==> config.mk <==
export PLATFORM = sky130hd
export DESIGN_NAME = regfile_port_sched
export DESIGN_NICKNAME = d
export VERILOG_FILES = /design/src/rtl/regfile_port_sched.sv
export SDC_FILE = /design/constraint.sdc
export NUM_CORES = 1
export LEC_CHECK = 0
export ABC_CLOCK_PERIOD_IN_PS = 4100
export CELL_PAD_IN_SITES_DETAIL_PLACEMENT = 1
export CELL_PAD_IN_SITES_GLOBAL_PLACEMENT = 1
export CORE_MARGIN = 5
export CORE_UTILIZATION = 30
export CTS_CLUSTER_DIAMETER = 60
export DETAILED_ROUTE_END_ITERATION = 12
export GPL_ROUTABILITY_DRIVEN = 0
export PLACE_DENSITY_LB_ADDON = 0.1
export SYNTH_ARGS = -nofsm -noshare
export SYNTH_HDL_FRONTEND = slang
export SYNTH_SLANG_ARGS = --single-unit
==> constraint.sdc <==
create_clock -name clk -period 4.1 [get_ports clk]
set_clock_uncertainty 0.15 [all_clocks]
set_input_delay 0.41 -clock clk [delete_from_list [all_inputs] [get_ports clk]]
set_output_delay 0.41 -clock clk [all_outputs]
set_load 0.005 [all_outputs]
==> src/rtl/regfile_port_sched.sv <==
// regfile_port_sched: arbitrates decode-stage operand reads against writeback
// writes on a register file with a single read/write mode line, and sequences
// index/data setup and hold around every write pulse.
//
// state    | meaning
// ---------+-----------------------------------------------------------------
// IDLE     | rf_read=1, index/data lines hold; sample and arbitrate requests
// RD       | rf_rsrc1/2 driven, rf_out1/2 captured into rd_data1/2 at the edge
// WSETUP   | rf_rdst/rf_in valid for one cycle before the mode line falls
// WRITE    | rf_read=0 for WR_HOLD cycles, timed by a down-counter
// WREL     | rf_read back to 1, index/data still held for one cycle
// ACK      | one-cycle rd_ack or wr_ack, last_grant updated, requests ignored
module regfile_port_sched #(
    parameter int DATA_W  = 32,
    parameter int ADDR_W  = 5,
    parameter int WR_HOLD = 2
) (
    input  logic              clk,
    input  logic              reset,
    input  logic              rd_req,
    input  logic [ADDR_W-1:0] rd_src1,
    input  logic [ADDR_W-1:0] rd_src2,
    output logic              rd_ack,
    output logic [DATA_W-1:0] rd_data1,
    output logic [DATA_W-1:0] rd_data2,
    input  logic              wr_req,
    input  logic [ADDR_W-1:0] wr_dst,
    input  logic [DATA_W-1:0] wr_data,
    output logic              wr_ack,
    output logic              busy,
    output logic              rf_read,
    output logic [ADDR_W-1:0] rf_rsrc1,
    output logic [ADDR_W-1:0] rf_rsrc2,
    output logic [ADDR_W-1:0] rf_rdst,
    output logic [DATA_W-1:0] rf_in,
    input  logic [DATA_W-1:0] rf_out1,
    input  logic [DATA_W-1:0] rf_out2
);

    localparam int CNT_W = (WR_HOLD > 1) ? $clog2(WR_HOLD) : 1;
    localparam logic [CNT_W-1:0] CNT_LOAD = CNT_W'(WR_HOLD - 1);

    typedef enum logic [2:0] {
        st_idle,
        st_rd,
        st_wsetup,
        st_write,
        st_wrel,
        st_ack
    } state_t;

    state_t            state;
    state_t            state_nxt;
    logic [CNT_W-1:0]  hold_cnt;
    logic              op_wr;         // transaction in flight is a write
    logic              last_grant_wr; // 1 = last completed grant was the write side
    logic              hazard;
    logic              wr_zero;
    logic              grant_rd;
    logic              grant_wr;

    // A pending read that names the write destination must see the new value,
    // so the write goes first; index 0 is hard-wired zero and never a hazard.
    assign wr_zero = (wr_dst == '0);
    assign hazard  = !wr_zero && ((wr_dst == rd_src1) || (wr_dst == rd_src2));

    // Next-state decode and arbitration; only IDLE issues grants.
    always_comb begin
        state_nxt = state;
        grant_rd  = 1'b0;
        grant_wr  = 1'b0;
        case (state)
            st_idle: begin
                if (rd_req && wr_req) begin
                    if (hazard || !last_grant_wr) begin
                        grant_wr = 1'b1;
                    end else begin
                        grant_rd = 1'b1;
                    end
                end else if (rd_req) begin
                    grant_rd = 1'b1;
                end else if (wr_req) begin
                    grant_wr = 1'b1;
                end
                if (grant_rd) begin
                    state_nxt = st_rd;
                end else if (grant_wr) begin
                    // A write to index 0 has no effect, so it is acknowledged
                    // without ever touching the mode line.
                    state_nxt = wr_zero ? st_ack : st_wsetup;
                end
            end
            st_rd:     state_nxt = st_ack;
            st_wsetup: state_nxt = st_write;
            st_write: begin
                if (hold_cnt == '0) begin
                    state_nxt = st_wrel;
                end
            end
            st_wrel:   state_nxt = st_ack;
            st_ack:    state_nxt = st_idle;
            default:   state_nxt = st_idle;
        endcase
    end

    // State register.
    always_ff @(posedge clk) begin
        if (reset) begin
            state <= st_idle;
        end else begin
            state <= state_nxt;
        end
    end

    // Write-pulse timer: loaded in WSETUP, terminal count at zero ends WRITE.
    always_ff @(posedge clk) begin
        if (reset) begin
            hold_cnt <= '0;
        end else if (state == st_wsetup) begin
            hold_cnt <= CNT_LOAD;
        end else if ((state == st_write) && (hold_cnt != '0)) begin
            hold_cnt <= hold_cnt - 1'b1;
        end
    end

    // Transaction type and round-robin history.
    always_ff @(posedge clk) begin
        if (reset) begin
            op_wr         <= 1'b0;
            last_grant_wr <= 1'b1;
        end else begin
            if (grant_rd) begin
                op_wr <= 1'b0;
            end else if (grant_wr) begin
                op_wr <= 1'b1;
            end
            if (state == st_ack) begin
                last_grant_wr <= op_wr;
            end
        end
    end

    // Register-file index/data lines; loaded only on a grant, i.e. while
    // rf_read is 1, so they never move under a low mode line.
    always_ff @(posedge clk) begin
        if (reset) begin
            rf_rsrc1 <= '0;
            rf_rsrc2 <= '0;
            rf_rdst  <= '0;
            rf_in    <= '0;
        end else begin
            if (grant_rd) begin
                rf_rsrc1 <= rd_src1;
                rf_rsrc2 <= rd_src2;
            end
            if (grant_wr && !wr_zero) begin
                rf_rdst <= wr_dst;
                rf_in   <= wr_data;
            end
        end
    end

    // Operand capture at the end of RD; held until the next read completes.
    always_ff @(posedge clk) begin
        if (reset) begin
            rd_data1 <= '0;
            rd_data2 <= '0;
        end else if (state == st_rd) begin
            rd_data1 <= rf_out1;
            rd_data2 <= rf_out2;
        end
    end

    // Status and handshake outputs decoded from the registered state.
    always_comb begin
        rf_read = (state != st_write);
        busy    = (state != st_idle);
        rd_ack  = (state == st_ack) && !op_wr;
        wr_ack  = (state == st_ack) && op_wr;
    end

endmodule

; ---- After elaboration in Yosys (flattened, before gate mapping)
; Index checks and enable logic that the tools add are counted.
[op_classes]
addsub = 1
n_eq_ne = 10
muxes = 18
reduce_logical = 18
[op_table]
columns = cell, count
row1 = 1-bit two-way mux, 13
row2 = 3-bit two-way mux, 4
row3 = 3-bit case mux with 4 select lines, 1
row4 = 5-bit == test, 2
row5 = 3-bit by 2-bit == test with 1-bit output (second input constant), 2
row6 = 3-bit == test (second input constant), 2
row7 = 1-bit logical AND, 6
row8 = 5-bit logical NOT, 1
row9 = 2-bit OR reduction, 2
row10 = 3-bit by 1-bit == test with 1-bit output (second input constant), 1
row11 = 1-bit logical NOT, 3
row12 = 3-bit logical NOT, 1
row13 = 3-bit by 2-bit inequality test with 1-bit output (second input constant), 1
row14 = 3-bit inequality test (second input constant), 1
row15 = 3-bit nonzero test, 1
row16 = 1-bit logical OR, 2
row17 = 2-bit inequality test (second input constant), 1
row18 = 2-bit AND reduction, 1
row19 = 2-bit nonzero test, 1
row20 = 1-bit subtractor (second input constant), 1
[totals]
reg_bits = 117
in_bits = 115
output_inout_bits = 115
elab_cells = 57

; ---- Logic depth before layout (Yosys ltp)
; Gate-level depths: netlist (run 1).
[logic_depth]
ltp_word = 10
mapped_depth = 8

; ---- Worst setup path after synthesis (run 1)
; OpenSTA, ideal clock, no wires.
[synth_path]
path_type = input-to-reg
startpoint = input wr_dst[0]
endpoint = register rf_rsrc1[0]
setup_time_ps = 72
arrival_ps = 1744
required_time_ps = 3878
slack_ps = 2135
path_stages = 6
path_cell_list = or4_1 -> nor2_2 -> o21ai_1 -> a21oi_2 -> buf_4 -> mux2i_1
[synth_between]
elab_chain_len = 8
elab_cells_between_ends = 11
cone_classes = 2 x eq/ne / 4 x mux / 5 x reduce/logical
[synth_lines]
columns = item, line
row1 = from (decl), 27  ; input logic [ADDR_W-1:0] wr_dst,
row2 = 5-bit == test / 5-bit logical NOT (equally long branches), "65, 64"
row3 = 1-bit logical OR / 1-bit logical NOT (equally long branches), 65  ; assign hazard = !wr_zero && ((wr_dst == rd_src1) || (wr_dst == rd_src2));
row4 = 1-bit logical AND *, 65
row5 = 1-bit logical OR *, 75  ; if (hazard || !last_grant_wr) begin
row6 = 1-bit two-way mux *, 75
row7 = 1-bit two-way mux *, 74  ; if (rd_req && wr_req) begin
row8 = 1-bit two-way mux * (2 in series), 72  ; case (state)
row9 = to (signal assigned), 153  ; rf_rsrc1 <= rd_src1;
row10 = to (decl), 32  ; output logic [ADDR_W-1:0] rf_rsrc1,
; Every way passes the cells marked *; elsewhere a longest branch is shown, timed or not. The select of a mux whose other input is x is not followed.
; A chain may end at the register's enable or synchronous reset.

; ---- Worst setup path in the final report (run 1)
[layout_path]
startpoint = register state[2]
endpoint = output wr_ack
[layout_between]
elab_chain_len = 2
[layout_lines]
columns = item, line
row1 = from (decl), 52  ; state_t state;
row2 = from (signal assigned), 109  ; state <= st_idle;
row3 = from (signal assigned), 111  ; state <= state_nxt;
row4 = 3-bit == test, 179  ; wr_ack = (state == st_ack) && op_wr;
row5 = 1-bit logical AND, 179
row6 = to (decl), 29  ; output logic wr_ack,
; No other way between the ends.

==> run_results.csv, run 1 <==
group,metric,value,unit
pwr,pwr-share-clk,38.3,%
routing,drc,0,
critical_path,path_class,"reg2out",
sta,finalHoldViolCount,0,
cts,worst_skew_pair.late_latency,0.40,ns
cts,cts_resized,0,
critical_path,crit_fanout,8,
logic_synthesis,syn_nets,651,
sta,maxSlewViolCount,0,
global_route,grt_pass1_vias,4672,
critical_path,critical_path_arrival,2.06,ns
critical_path,crit_required,3.54,ns
routing,vias,4385,
placed_design,hpwl,10800,um
pwr,ir_drop,282,uV
routing,routed_wirelength,15300,um
sta,period_share,64.0,%
floorplanning,die_w,131,um
logic_synthesis,synthesis.area,4420,um2
cts,cts_tree,"done",
routing,drt_iter0_drc,139,
cts,cts_hold_buf,0,
cells_and_area,final_cell_mix,"clkdlybuf4s50_1, nand2_1, dfxtp_1, a21oi_1, nand2b_1",
cts,cts_root_buf,"clkbuf_16",
global_route,track_usage,17.3,%
critical_path,cp_slowest_cell,"clkdlybuf4s50_1",
sta,fmax,381,MHz
logic_synthesis,synth_seq_cells,117,
pwr,p_comb_share,26.9,%
pwr,p_total,4160,uW
global_route,grt_max_degree,89,
logic_synthesis,async_flop_share,0,%
logic_synthesis,synth_edf_count,0,
routing,ant_nets,0,
critical_path,crit_buf_inv,1,
routing,vias_per_cell,4.63,
logic_synthesis,synth_cell_types,38,
pwr,leakage,0.00269,uW
critical_path,cp_slowest_stage_delay,0.56,ns
global_route,grt_pass1_wl,24400,um
cts,clk_pin_slew,0.06,ns
pwr,seqPwrFrac,34.8,%
logic_synthesis,syn_inst,536,
floorplanning,coreArea,14500,um2
pwr,power.density,560,nW/um2
sta,period_minus_slack,2.62,ns
critical_path,crit_family,"buffers and inverters",
run_status,outcome,"complete, no violations",
cells_and_area,drive_gt1_share,6.41,%
placed_design,port_buffers,229,
sta,tightest_slew,0.883,ns
cells_and_area,area_growth,68.0,%
critical_path,start_kind,"flip-flop",
cts,cts.sinks,117,
cells_and_area,final_common_cell,"clkdlybuf4s50_1",
critical_path,cp_cell_sequence,"nand2_1 -> or2_2 -> nor2_1 -> clkdlybuf4s50_1",
logic_synthesis,syn_area_per_cell,8.24,um2
cells_and_area,diodes,0,
pwr,p_int,2990,uW
sta,finalSetupViolCount,0,
routing,wl_per_cell,16.2,um
logic_synthesis,synth_warnings,0,
logic_synthesis,yosysSeqAreaShare,53.0,%
sta,rsz0062_at_grt,"false",
routing,firstDrtPassIters,4,
floorplanning,fp.dieH,131,um
cts,clock_path_buffers,2,
global_route,antenna_found_initial,0,
cts,numCtsBuffers,17,
cts,htreeDepth,4,
global_route,overflow,0,
pwr,switching_share,28.0,%
floorplanning,pin_count,230,
floorplanning,initial_core_util,30.5,%
floorplanning,dieArea,17300,um2
pwr,p_switching,1160,uW
hold_path,min-delay-path-class,"reg2reg",
logic_synthesis,synth_flop_cell,"dfxtp_1",
cts,postCtsSetupBuffers,0,
cells_and_area,fin_nets,866,
critical_path,crit_path_end_kind,"primary output",
sta,max_slew_margin,41.1,%
job,maxCapViolations,0,
floorplanning,rows,44,
sta,setup_tns,0,ns
worst register-to-register path: stages, from the launching register on:
cell	delay (ns)
dfxtp_1	0.42
nor3_4	0.25
inv_2	0.08
a211o_4	0.34
a211oi_4	0.15
buf_4	0.36
nor2_2	0.13
a22o_1	0.28
cell families (layout without fill, tap and decap cells):
logic type             count (synthesis)  in the layout  synth area share, %
AO/OA/AOI/OAI                        120            120                 15.4
XOR/XNOR                              10             10                 1.98
buffers and inverters                 41            269                 4.56
flip-flops                           117            117                 53.0
multiplexers                          10             10                 2.27
AND/OR/NAND/NOR                      238            238                 22.8
through the flow:
step                      area, um2  cells  hold slack, ns  setup WS (ns)  util, %
after global placement         6790    916           0.291           1.24     46.9
after detailed placement       6790    916           0.297           1.11     46.9
final                          7430    948           0.303           1.48     51.3
after CTS                      7430    948           0.304           1.44     51.3
after floorplan                4420    536           0.303           2.13        -
after global routing           7430    948           0.319           1.35     51.3
synthesized netlist by cell type, types with 2 or more instances:
cell type / count / area, um2
inv_1: 3 / 11.3
buf_2: 2 / 10.0
nor3_2: 2 / 20.0
clkbuf_1: 27 / 101
buf_6: 4 / 45.0
and3_1: 2 / 12.5
o21ai_0: 5 / 25.0
dfxtp_1: 117 / 2340
nand2b_1: 21 / 131
nand2_1: 195 / 732
buf_4: 4 / 30.0
nor2_2: 2 / 12.5
nor2_1: 7 / 26.3
a21oi_1: 99 / 495
xnor2_1: 2 / 17.5
xor2_1: 8 / 70.1
a22o_1: 5 / 43.8
or3_1: 2 / 12.5
mux2i_1: 10 / 100
power groups by stage:
| stage | clock, uW | sequential (uW) | combinational, uW |
|---|---|---|---|
| 2_1_floorplan | 0 | 1460 | 542 |
| 3_5_place_dp | 0 | 1470 | 1140 |
| 5_1_grt | 1680 | 1470 | 1240 |
| 6_report | 1590 | 1450 | 1120 |
| 3_3_place_gp | 0 | 1460 | 1110 |
| 4_1_cts | 1630 | 1450 | 1140 |
registers in the layout, summed over array words and instances, names as in the netlist:
signal	cells
rf_rdst	5
last_grant_wr	1
op_wr	1
rd_data2	32
rf_in	32
rd_data1	32
rf_rsrc2	5
hold_cnt	1
state	3
rf_rsrc1	5
path summary, 6_finish.rpt:
kind | startpoint | to | slack (ns) | cells past startpoint
setup / recovery | state[2] | wr_ack | 1.48 | 4
hold / removal | rd_data1[29] | rd_data1[29] | 0.30 | 2
setup reg to reg | state[2] | rf_rdst[1] | 1.85 | 7
hold reg to reg | rd_data1[29] | rd_data1[29] | 0.30 | 2
metal layers:
metal	vias to the layer above	wire, um	part of all wire (%)	track usage, %
met5	-	0	0	0
met4	0	311	2.0	6.46
met3	24	1330	8.6	7.87
met2	149	7390	48	29.1
met1	2029	6300	41	19.1
li1	2183	-	-	-
layout make-up:
cell class                 instances  area, um2
fill                            1669       7050
tap                              184        230
inverter                           4       15.0
clock inverter                     9        148
sequential                       117       2340
multi-input combinational        378       1880
timing repair buffer             233       2320
clock buffer                      23        488
(Power assumes the default switching activity.)
==> inputs of run 2 (changes only) <==
--- a/config.mk
+++ b/config.mk
@@ -5,11 +5,11 @@
 export SDC_FILE = /design/constraint.sdc
 export NUM_CORES = 1
 export LEC_CHECK = 0
-export ABC_CLOCK_PERIOD_IN_PS = 4100
+export ABC_CLOCK_PERIOD_IN_PS = 2670
 export CELL_PAD_IN_SITES_DETAIL_PLACEMENT = 1
 export CELL_PAD_IN_SITES_GLOBAL_PLACEMENT = 1
 export CORE_MARGIN = 5
-export CORE_UTILIZATION = 30
+export CORE_UTILIZATION = 27
 export CTS_CLUSTER_DIAMETER = 60
 export DETAILED_ROUTE_END_ITERATION = 12
 export GPL_ROUTABILITY_DRIVEN = 0
==> constraint.sdc (replaced) <==
create_clock -name clk -period 2.67 [get_ports clk]
set_clock_uncertainty 0.15 [all_clocks]
set_input_delay 0.267 -clock clk [delete_from_list [all_inputs] [get_ports clk]]
set_output_delay 0.267 -clock clk [all_outputs]
set_load 0.005 [all_outputs]
==> run_results.csv, run 2 (synthesis results as in run 1) <==
group,metric,value,unit
run_status,outcome,"complete, no violations",
critical_path,start_kind,"flip-flop",
cts,postCtsSetupBuffers,0,
sta,fmax,399,MHz
pwr,ir_drop,429,uV
sta,setup_tns,0,ns
sta,max_slew_margin,53.3,%
cts,cts_root_buf,"clkbuf_16",
critical_path,r2r_setup_slack,0.60,ns
floorplanning,pin_count,230,
routing,firstDrtPassIters,4,
sta,hold_ws,0.151,ns
cts,cts_resized,0,
cts,cts_tree,"done",
sta,period_share,93.8,%
critical_path,reg2reg_to,"rd_data2[20]",
cts,cts_hold_buf,0,
global_route,grt_pass1_vias,4551,
cells_and_area,diodes,0,
cts,numCtsBuffers,17,
critical_path,critical_path_arrival,2.09,ns
pwr,leakage,0.00271,uW
cells_and_area,area_growth,70.3,%
cts,cts.sinks,117,
cells_and_area,reg_top3,"rd_data1 (32), rd_data2 (32), rf_in (32)",
floorplanning,dieArea,19000,um2
critical_path,crit_required,2.25,ns
hold_path,min-delay-path-class,"in2reg",
hold_path,min_path_cells,2,
placed_design,port_buffers,229,
critical_path,r2r-start,"state[0]",
critical_path,crit_path_end_kind,"primary output",
floorplanning,rows,46,
routing,drt_iter0_drc,143,
sta,finalWorstSetupSlack,0.167,ns
critical_path,cp_slowest_cell,"dfxtp_1",
routing,ant_nets,0,
sta,maxSlewViolCount,0,
pwr,power.density,848,nW/um2
global_route,overflow,0,
critical_path,cp_cell_sequence,"nand2_1 -> or2_2 -> nor2_1 -> clkdlybuf4s50_1",
sta,period_minus_slack,2.50,ns
cells_and_area,final_cell_mix,"clkdlybuf4s50_1, nand2_1, dfxtp_1, a21oi_1, nand2b_1",
routing,wl_per_cell,16.1,um
critical_path,reg2regPathDepth,5,
placed_design,hpwl,11400,um
cells_and_area,final_common_cell,"clkdlybuf4s50_1",
cts,clk_pin_slew,0.05,ns
routing,drc,0,
sta,finalHoldViolCount,0,
critical_path,crit_fanout,8,
sta,rsz0062_at_grt,"false",
hold_path,whs_endpoint,"rd_data1[27]",
global_route,antenna_found_initial,0,
sta,finalSetupViolCount,0,
cts,htreeDepth,4,
job,maxCapViolations,0,
floorplanning,initial_core_util,27.7,%
global_route,track_usage,16.2,%
floorplanning,coreArea,15900,um2
routing,routed_wirelength,15800,um
placed_design,place_ws,0.156,ns
cells_and_area,drive_gt1_share,6.78,%
routing,vias,4411,
hold_path,worstHoldStart,"reset",
cells_and_area,fin_nets,869,
cells_and_area,fill_cells,1865,
cts,clock_path_buffers,2,
sta,tightest_slew,0.701,ns
floorplanning,fp.dieH,138,um
critical_path,cp_slowest_stage_delay,0.55,ns
global_route,grt_max_degree,65,
global_route,grt_pass1_wl,23800,um
floorplanning,die_w,138,um
cts,worst_skew_pair.late_latency,0.40,ns
critical_path,path_class,"reg2out",
routing,vias_per_cell,4.49,
-- run 2: cell count changes in the layout (fill, tap and decap cells not counted) --
| cell | delta |
|---|---|
| buf_12 | +4 |
| buf_4 | -1 |
| bufinv_16 | -1 |
| clkbuf_8 | +1 |
| clkinv_2 | -1 |
| clkinvlp_4 | +1 |
-- run 2: final cells by class --
type | count | area [um2] | share of cell area, %
clock inverters | 8 | 120 | 1.60
repair buffers | 236 | 2390 | 31.8
well taps | 216 | 270 | 3.59
flip-flops and latches | 117 | 2340 | 31.1
clock buffers | 24 | 502 | 6.67
multi-input cells | 378 | 1880 | 25.0
inverters | 4 | 15.0 | 0.200
-- run 2: worst max-delay path: cells and delay by family (launching register included) --
family / cells / cell delay (ns)
buf+inv: 1 / 0.55
flops: 1 / 0.55
simple gates: 3 / 0.58
-- run 2: worst max-delay path by stage --
stage,from,endpoint
after floorplan,state[0],rf_rdst[0]
after global placement,wr_dst[1],rf_in[30]
after detailed placement,wr_dst[4],rf_rdst[0]
after CTS,state[2],wr_ack
after global routing,state[2],wr_ack
final,state[2],wr_ack
-- run 2: metal layers --
layer  vias up  routed length, um  track usage, %
met2       140               7840            28.0
li1       2183                  -               -
met1      2071               6350            17.9
met3        17               1370            6.82
met4         0                263            5.60
met5         -                  0               0
-- run 2: metrics by stage --
step                      cell area (um2)  instances  power (uW)  utilization (%)
final                                7520        983        6380             47.2
after global routing                 7520        983        6770             47.2
after CTS                            7520        983        6500             47.2
after detailed placement             6900        951        4100             43.3
after global placement               6900        951        4030             43.3
after floorplan                      4420        536        3070                -
-- run 2: power breakdown --
| group | internal [uW] | switching, uW | total [uW] |
|---|---|---|---|
| logic | 955 | 848 | 1800 |
| clock network | 1590 | 771 | 2360 |
| registers | 2040 | 179 | 2220 |
| total | 4590 | 1800 | 6380 |
